`config.mk`:
```
export PLATFORM = sky130hd
export DESIGN_NAME = seq_write_master
export DESIGN_NICKNAME = d
export VERILOG_FILES = /design/src/rtl/seq_write_master.sv
export SDC_FILE = /design/constraint.sdc
export NUM_CORES = 1
export LEC_CHECK = 0
export ABC_CLOCK_PERIOD_IN_PS = 2200
export BUFFER_PORTS_ARGS = -buffer_cell sky130_fd_sc_hd__buf_2
export CELL_PAD_IN_SITES_DETAIL_PLACEMENT = 1
export CELL_PAD_IN_SITES_GLOBAL_PLACEMENT = 1
export CORE_MARGIN = 5
export CORE_UTILIZATION = 39
export CTS_CLUSTER_DIAMETER = 200
export CTS_CLUSTER_SIZE = 8
export DETAILED_ROUTE_END_ITERATION = 12
export GPL_ROUTABILITY_DRIVEN = 1
export HOLD_SLACK_MARGIN = 0.15
export PLACE_DENSITY = 0.85
export REMOVE_ABC_BUFFERS = 1
export SKIP_CTS_REPAIR_TIMING = 1
export SLEW_MARGIN = 10
export SYNTH_ARGS = -nofsm -noshare
export SYNTH_HDL_FRONTEND = slang
export SYNTH_SLANG_ARGS = --single-unit
```
`constraint.sdc`:
```
create_clock -name clk -period 2.2 [get_ports clk]
set_input_delay 0.22 -clock clk [delete_from_list [all_inputs] [get_ports clk]]
set_output_delay 0.22 -clock clk [all_outputs]
set_load 0.1 [all_outputs]
```
`src/rtl/seq_write_master.sv`:
```
// Command sequencer: replays delay/write/jump/halt words from a command memory as AW/W/B write transactions.
// Optional macro SEQ_BRESP_CHECK_EN: a non-OKAY BRESP aborts the program and sets the sticky err flag.
module seq_write_master #(
    parameter int ADDR_W    = 4,
    parameter int DATA_W    = 7,
    parameter int MEM_AW    = 9,
    parameter int DLY_SHIFT = 19,
    localparam int CMD_W    = 2 + ADDR_W + DATA_W
) (
    input  logic              clk,
    input  logic              ARESETn,
    input  logic              start,
    input  logic              stop,
    output logic [MEM_AW-1:0] mem_addr,
    input  logic [CMD_W-1:0]  mem_rdata,
    output logic [ADDR_W-1:0] AWADDR,
    output logic              AWVALID,
    input  logic              AWREADY,
    output logic [DATA_W-1:0] WDATA,
    output logic              WVALID,
    input  logic              WREADY,
    input  logic              BVALID,
    output logic              BREADY,
    input  logic [1:0]        BRESP,
    output logic              busy,
    output logic              done,
    output logic              err
);

    localparam logic [2:0] S_IDLE   = 3'd0;
    localparam logic [2:0] S_FETCH  = 3'd1;
    localparam logic [2:0] S_DECODE = 3'd2;
    localparam logic [2:0] S_WRITE  = 3'd3;
    localparam logic [2:0] S_RESP   = 3'd4;
    localparam logic [2:0] S_DELAY  = 3'd5;

    localparam logic [1:0] OPC_DELAY = 2'b00;
    localparam logic [1:0] OPC_WRITE = 2'b01;
    localparam logic [1:0] OPC_JUMP  = 2'b10;
    localparam logic [1:0] OPC_HALT  = 2'b11;

    localparam int CNT_W = DATA_W + DLY_SHIFT;
    localparam logic [MEM_AW-1:0] PC_ONE  = MEM_AW'(1);
    localparam logic [CNT_W-1:0]  CNT_ONE = CNT_W'(1);

    logic [2:0]        state;
    logic [2:0]        state_next;
    logic [MEM_AW-1:0] pc;
    logic [CNT_W-1:0]  cnt;

    logic [1:0]        cmd_opc;
    logic [ADDR_W-1:0] cmd_a;
    logic [DATA_W-1:0] cmd_d;
    logic [MEM_AW-1:0] jump_target;

    logic aw_fin;
    logic w_fin;
    logic b_fire;
    logic bresp_bad;

    assign {cmd_opc, cmd_a, cmd_d} = mem_rdata;
    assign jump_target = MEM_AW'({cmd_a, cmd_d});
    assign mem_addr    = pc;

    // A channel counts as finished once its VALID has dropped or its handshake lands this edge.
    assign aw_fin = !AWVALID || AWREADY;
    assign w_fin  = !WVALID || WREADY;
    assign b_fire = BVALID && BREADY;

`ifdef SEQ_BRESP_CHECK_EN
    assign bresp_bad = (BRESP != 2'b00);
`else
    logic bresp_unused;
    assign bresp_bad    = 1'b0;
    assign bresp_unused = ^BRESP;
`endif

    always_comb begin
        state_next = state;
        case (state)
            S_IDLE:   if (start) state_next = S_FETCH;
            S_FETCH:  state_next = stop ? S_IDLE : S_DECODE;
            S_DECODE: begin
                case (cmd_opc)
                    OPC_DELAY: state_next = (cmd_d == '0) ? S_FETCH : S_DELAY;
                    OPC_WRITE: state_next = S_WRITE;
                    OPC_JUMP:  state_next = S_FETCH;
                    OPC_HALT:  state_next = S_IDLE;
                    default:   state_next = S_IDLE;
                endcase
            end
            S_WRITE:  if (aw_fin && w_fin) state_next = S_RESP;
            S_RESP:   if (b_fire) state_next = bresp_bad ? S_IDLE : S_FETCH;
            S_DELAY: begin
                if (stop)                state_next = S_IDLE;
                else if (cnt == CNT_ONE) state_next = S_FETCH;
            end
            default:  state_next = S_IDLE;
        endcase
    end

    // busy and done are registered from the next state so both change on the edge that enters IDLE.
    always_ff @(posedge clk or negedge ARESETn) begin
        if (!ARESETn) begin
            state   <= S_IDLE;
            pc      <= '0;
            cnt     <= '0;
            AWADDR  <= '0;
            WDATA   <= '0;
            AWVALID <= 1'b0;
            WVALID  <= 1'b0;
            BREADY  <= 1'b0;
            busy    <= 1'b0;
            done    <= 1'b0;
        end else begin
            state <= state_next;
            busy  <= (state_next != S_IDLE);
            done  <= (state != S_IDLE) && (state_next == S_IDLE);
            case (state)
                S_IDLE: if (start) pc <= '0;
                S_DECODE: begin
                    case (cmd_opc)
                        OPC_DELAY: begin
                            cnt <= CNT_W'(cmd_d) << DLY_SHIFT;
                            if (cmd_d == '0) pc <= pc + PC_ONE;
                        end
                        OPC_WRITE: begin
                            AWADDR  <= cmd_a;
                            WDATA   <= cmd_d;
                            AWVALID <= 1'b1;
                            WVALID  <= 1'b1;
                        end
                        OPC_JUMP: pc <= jump_target;
                        default: ;
                    endcase
                end
                S_WRITE: begin
                    if (AWVALID && AWREADY) AWVALID <= 1'b0;
                    if (WVALID && WREADY)   WVALID  <= 1'b0;
                    if (aw_fin && w_fin)    BREADY  <= 1'b1;
                end
                S_RESP: begin
                    if (b_fire) begin
                        BREADY <= 1'b0;
                        if (!bresp_bad) pc <= pc + PC_ONE;
                    end
                end
                S_DELAY: begin
                    if (stop) begin
                        cnt <= '0;
                    end else if (cnt == CNT_ONE) begin
                        cnt <= '0;
                        pc  <= pc + PC_ONE;
                    end else begin
                        cnt <= cnt - CNT_ONE;
                    end
                end
                default: ;
            endcase
        end
    end

`ifdef SEQ_BRESP_CHECK_EN
    // err survives the abort to IDLE and is only cleared by a fresh start.
    always_ff @(posedge clk or negedge ARESETn) begin
        if (!ARESETn) begin
            err <= 1'b0;
        end else if (state == S_IDLE && start) begin
            err <= 1'b0;
        end else if (state == S_RESP && b_fire && bresp_bad) begin
            err <= 1'b1;
        end
    end
`else
    assign err = 1'b0;
`endif

endmodule

```
Word level (Yosys, flattened, before mapping)
Index checks and enable logic that the tools add are counted.
{"block": "classes", "mux": 28, "n_reduce_logical": 25, "n_addsub": 2, "eq_ne": 20}
{"operator": "$mux 26", "n": 3}
{"operator": "$pmux 26 s2", "n": 1}
{"operator": "$mux 9", "n": 5}
{"operator": "$pmux 9 s4", "n": 1}
{"operator": "$eq 26x1->1 const B", "n": 1}
{"operator": "$sub 26x1->26 const B", "n": 1}
{"operator": "$mux 3", "n": 6}
{"operator": "$pmux 3 s6", "n": 1}
{"operator": "$pmux 9 s2", "n": 1}
{"operator": "$ne 2x2->1 const B", "n": 8}
{"operator": "$pmux 3 s4", "n": 1}
{"operator": "$add 9x1->9 const B", "n": 1}
{"operator": "$reduce_and 3->1", "n": 3}
{"operator": "$logic_not 7->1", "n": 1}
{"operator": "$reduce_and 7->1", "n": 1}
{"operator": "$eq 3x2->1 const B", "n": 2}
{"operator": "$eq 3x3->1 const B", "n": 2}
{"operator": "$logic_not 3->1", "n": 2}
{"operator": "$pmux 1 s2", "n": 3}
{"operator": "$reduce_bool 2->1", "n": 3}
{"operator": "$reduce_bool 3->1", "n": 2}
{"operator": "$logic_and 1x1->1", "n": 5}
{"operator": "$mux 1", "n": 5}
{"operator": "$eq 2x2->1 const B", "n": 2}
{"operator": "other kinds (11)", "n": 14}
{"block": "totals", "elab_cells": 85, "ff_bits": 54, "inputBits": 22, "out_inout_bits": 26}

Longest topological paths before layout
{"block": "depth", "ltp_word": 7, "mapped_depth": 8, "mapped_depth_nobuf": 7}

Least setup slack after synthesis
OpenSTA, ideal clock, no wires.
{"block": "synth_timing", "kind": "reg2reg", "startpoint": "register cnt[12]", "endpoint": "register cnt[20]", "setup_slack_ns": 0.115, "n_path_buf": 1, "required_time_ns": 2.072, "path_stages_with_launch": 7, "arrival_time_ns": 1.957, "synth_period_minus_slack_ns": 2.085, "setup_time_ns": 0.128, "path_cell_list": "dfrtp_1 or4_4 nand4b_4 or2_0 buf_6 a2111oi_4 o21ai_1"}
{"block": "synth_via", "elab_chain_len": 4, "elab_cells_between_ends": 5, "classes_between": "add/sub (1); eq/ne (1); mux (3)"}
{"item": "from (decl)", "line_no": "49", "text": "logic [CNT_W-1:0] cnt;"}
{"item": "from (signal assigned)", "line_no": "124", "text": "cnt <= CNT_W'(cmd_d) << DLY_SHIFT;"}
{"item": "from (signal assigned)", "line_no": "155", "text": "cnt <= cnt - CNT_ONE;"}
{"item": "$sub 26x1->26 / $eq 26x1->1 (equally long branches)", "line_no": "155, 151"}
{"item": "$mux 26 (*)", "line_no": "151", "text": "end else if (cnt == CNT_ONE) begin"}
{"item": "$mux 26 (*)", "line_no": "149", "text": "if (stop) begin"}
{"item": "$pmux 26 s2 (*)", "line_no": "119", "text": "case (state)"}
Every way passes the cells marked *; elsewhere a longest branch is shown, timed or not.
A chain may end at the register's enable or synchronous reset.

Worst setup path after layout
{"block": "layout_timing", "startpoint": "register cnt[13]", "endpoint": "register busy"}
{"block": "layout_via", "elab_chain_len": 5}
{"item": "$eq 26x1->1", "line_no": "96", "text": "else if (cnt == CNT_ONE) state_next = S_FETCH;"}
{"item": "$mux 3", "line_no": "96"}
{"item": "$mux 3", "line_no": "95", "text": "if (stop) state_next = S_IDLE;"}
{"item": "$pmux 3 s6", "line_no": "80", "text": "case (state)"}
{"item": "named net state_next[2]", "line_no": "47", "text": "logic [2:0] state_next;"}
{"item": "$reduce_bool 3->1", "line_no": "117", "text": "busy <= (state_next != S_IDLE);"}
{"item": "to (signal assigned)", "line_no": "117"}
{"item": "to (decl)", "line_no": "25", "text": "output logic busy,"}
The timed path passes the listed nets, and every way through them passes these cells.

==> results.md <==
* Avg Vias per Cell at roughly 5.7
* Crit path time final at around 2.1 ns
* Via count at roughly 2800
* Netlist cell types at 60
* Crit Path Class: register to register
* Clock latency on the worst-skew pair at 0.32 ns
* Slowest cell on the critical path: or4_4
* Clock Tree Root: clkbuf_8
* Pin count of the biggest net entering global routing at 29
* Final hold vios at 0
* Cell-internal power at 2890 uW
* Slew headroom at 0.578
* Crit-path max FO at 6
* Post-route ant nets at 0
* All-Layer GR Usage at 0.183
* Routed wire length at slightly below 9000 microns
* Placer Congestion at 0.866
* Cts bufs inserted at 5
* Synthesized area per cell at ~9.4 sq um
* Share of cells above drive strength 1 at 0.269
* Clk network pwr share at 0.108
* Most common cell after layout, fill and taps aside: dfrtp_1
* Total grt overflow at 0
* Logic pwr share at 0.614
* Cell Pwr Density at 1700 nW/um^2
* #FFs+latches synth at 54
* Crit-path leading delay family: simple AND/OR/NAND/NOR gates
* Clock Path Buffers at 2
* Final setup violation count at 0
* H-tree level count at 2
* Min-delay worst type: input port to register
* Sequential share of power at 0.278
* Final worst-path cycle share at 0.951
* Drt pass-1 iters at 4
* First-pass GRT wire length at between 10000 and 15000 microns
* Cell count after synthesis at 323
* Multi-input gate area in the final layout at about 1600 sq um
* Critical Path Sink Type: register
* Core area at approximately 7600 sq um
* I/O Pins at 48
* PortBufs at between 40 and 50
* Type of origin of the critical path: register
* CTS tree: done
* Wire length on met2 at 4540 microns
* Chain of cells forming the critical path: or4_4 -> nand4b_4 -> o21ai_4 -> nand3_2 -> or4b_1
* Nets at 415
* Die span in x at 98.0 microns
* Antenna violations before repair at 0
* Iter 0 DRT Violations at 132
* Leakage at 0.00166 uW
* DR WL/cell at approximately 18 microns
* Antenna cell count at 0
* Sequential Area at approximately 1400 sq um
* Bufs and invs on worst path at 0
* Vias in the first global route at around 3000
* Worst vdd ir at approximately 0.71 mV
* Worst Skew at approximately 0.015 ns
* Met3 routed WL at 411 microns
* Maximum clock frequency at approximately 480 MHz
* Power, Total at between 6000 and 7000 uW
* Sw Share at 0.543
* Register area share after synthesis at 0.447
* Area grow syn2layout at 23.4%
* Slowest stage delay, CP at around 0.52 ns
* DRT met1 WL at 3610 microns
* Die Height at between 90 and 100 microns
* Die area at 9610 sq um
* Fin worst setup slack at 0.108 ns
* CTS sink cnt at 54
* Num rows at 32
* Ys Warns at 0
* Top sig layer: met4
* Dpl ws at -0.00123 ns
* Dpl hpwl at 6560 microns
* Unrepaired setup endpoints after global routing: true
* Post-Syn Area at slightly above 3000 sq um
* Worst EP required at between 2 and 2.5 ns
* Fill cells at about 900
* Top_reg_cell synth: dfrtp_1
* Most frequent cells in the layout: dfrtp_1, buf_2, nand2_1, nor2_1, buf_4
* Worst-margin pin slew at around 0.63 ns
* Post-synth ARST share at 1.00
* Fin. max-slew vios at 0
* P_sw at 3430 uW
* Initial core utilization at 0.395
* Final routed DRC violation total at 0
* Worst hold slack at about 0.17 ns
* Post-synth EDFFs at 0
* Status: finished, final reports clean
* Max Cap Viol at 0
* CTS clock-pin slew for the worst setup and hold paths at about 0.10 ns
* Arrival time at the worst endpoint at between 2 and 2.5 ns
## metrics by stage
step | util | TNS (ns) | cell area, sq um | std cells
3_5_place_dp | 0.458 | -0.00123 | 3500 | 479
3_3_place_gp | 0.458 | -0.00860 | 3500 | 479
4_1_cts | 0.473 | -0.0294 | 3620 | 487
2_1_floorplan | - | -1.92 | 2940 | 308
5_1_grt | 0.487 | -0.0514 | 3730 | 493
6_report | 0.487 | 0 | 3730 | 493
## worst reg2reg max path, delay by kind of cell, from the launching register on
kind	cells	cell delay (ns)
flip-flops	1	0.41
AO/OA/AOI/OAI	1	0.20
AND/OR/NAND/NOR	4	1.36
## path summary, 6_finish.rpt
kind	from	endpoint	slack [ns]	depth (start not counted)
min in group asynchronous	ARESETn	AWADDR[1]	0.45	2
setup reg to reg	cnt[13]	busy	0.11	5
setup / recovery	cnt[13]	busy	0.11	5
max in group asynchronous	ARESETn	cnt[18]	1.17	3
hold reg to reg	AWADDR[1]	AWADDR[1]	0.49	2
hold / removal	mem_rdata[7]	AWADDR[0]	0.17	3
## synthesized netlist by cell type (6+ instances only)
| cell type | number | share of area |
|---|---|---|
| dfrtp_1 | 54 | 0.45 |
| nand2_1 | 31 | 0.039 |
| clkbuf_1 | 7 | 0.0087 |
| inv_1 | 8 | 0.0099 |
| a31oi_1 | 6 | 0.012 |
| xor2_1 | 7 | 0.020 |
| nor3_1 | 11 | 0.018 |
| nand3_1 | 14 | 0.023 |
| nand4_1 | 6 | 0.012 |
| a22oi_1 | 6 | 0.015 |
| a21oi_1 | 20 | 0.033 |
| mux2_2 | 8 | 0.030 |
| nor2_1 | 31 | 0.039 |
| o21ai_0 | 15 | 0.025 |
| nor4_1 | 8 | 0.017 |
| xnor2_1 | 6 | 0.017 |
## flip-flops by register name (all words and copies together) (netlist names)
signal and count:
AWADDR 4, WDATA 7, cnt 26, BREADY 1
busy 1, done 1, AWVALID 1, mem_addr 9
state 3, WVALID 1
## kinds of logic after synthesis
| family | share of synthesized area |
|---|---|
| DFF | 0.447 |
| AOI/OAI and AO/OA | 0.173 |
| adders and majority gates | 0.0124 |
| xor gates and xnor gates | 0.0377 |
| muxes | 0.0298 |
| buffers and inverters | 0.0356 |
| other | 0.00124 |
| and+or+nand+nor | 0.263 |
## cell type report
cell class              count  share of cell area
inverters                   8             0.00806
multi-input cells         246               0.433
clock buffers               5              0.0185
clock inverters             3              0.0121
well taps                 102              0.0342
repair buffers             75               0.132
flip-flops and latches     54               0.363
## routing by layer
metal  up-vias  GRT usage
met5         -          0
met4         0     0.0650
met3        19     0.0386
met2        70      0.329
met1      1402      0.216
li1       1322          -
## power groups by stage
| stage | logic [uW] | clock network, uW | registers, uW |
|---|---|---|---|
| floorplan | 1430 | 0 | 2990 |
| global placement | 3650 | 0 | 1730 |
| detailed placement | 3780 | 0 | 1760 |
| CTS | 3800 | 701 | 1740 |
| global route | 4140 | 744 | 1820 |
| finish | 3880 | 680 | 1760 |
(Power assumes the default switching activity.)
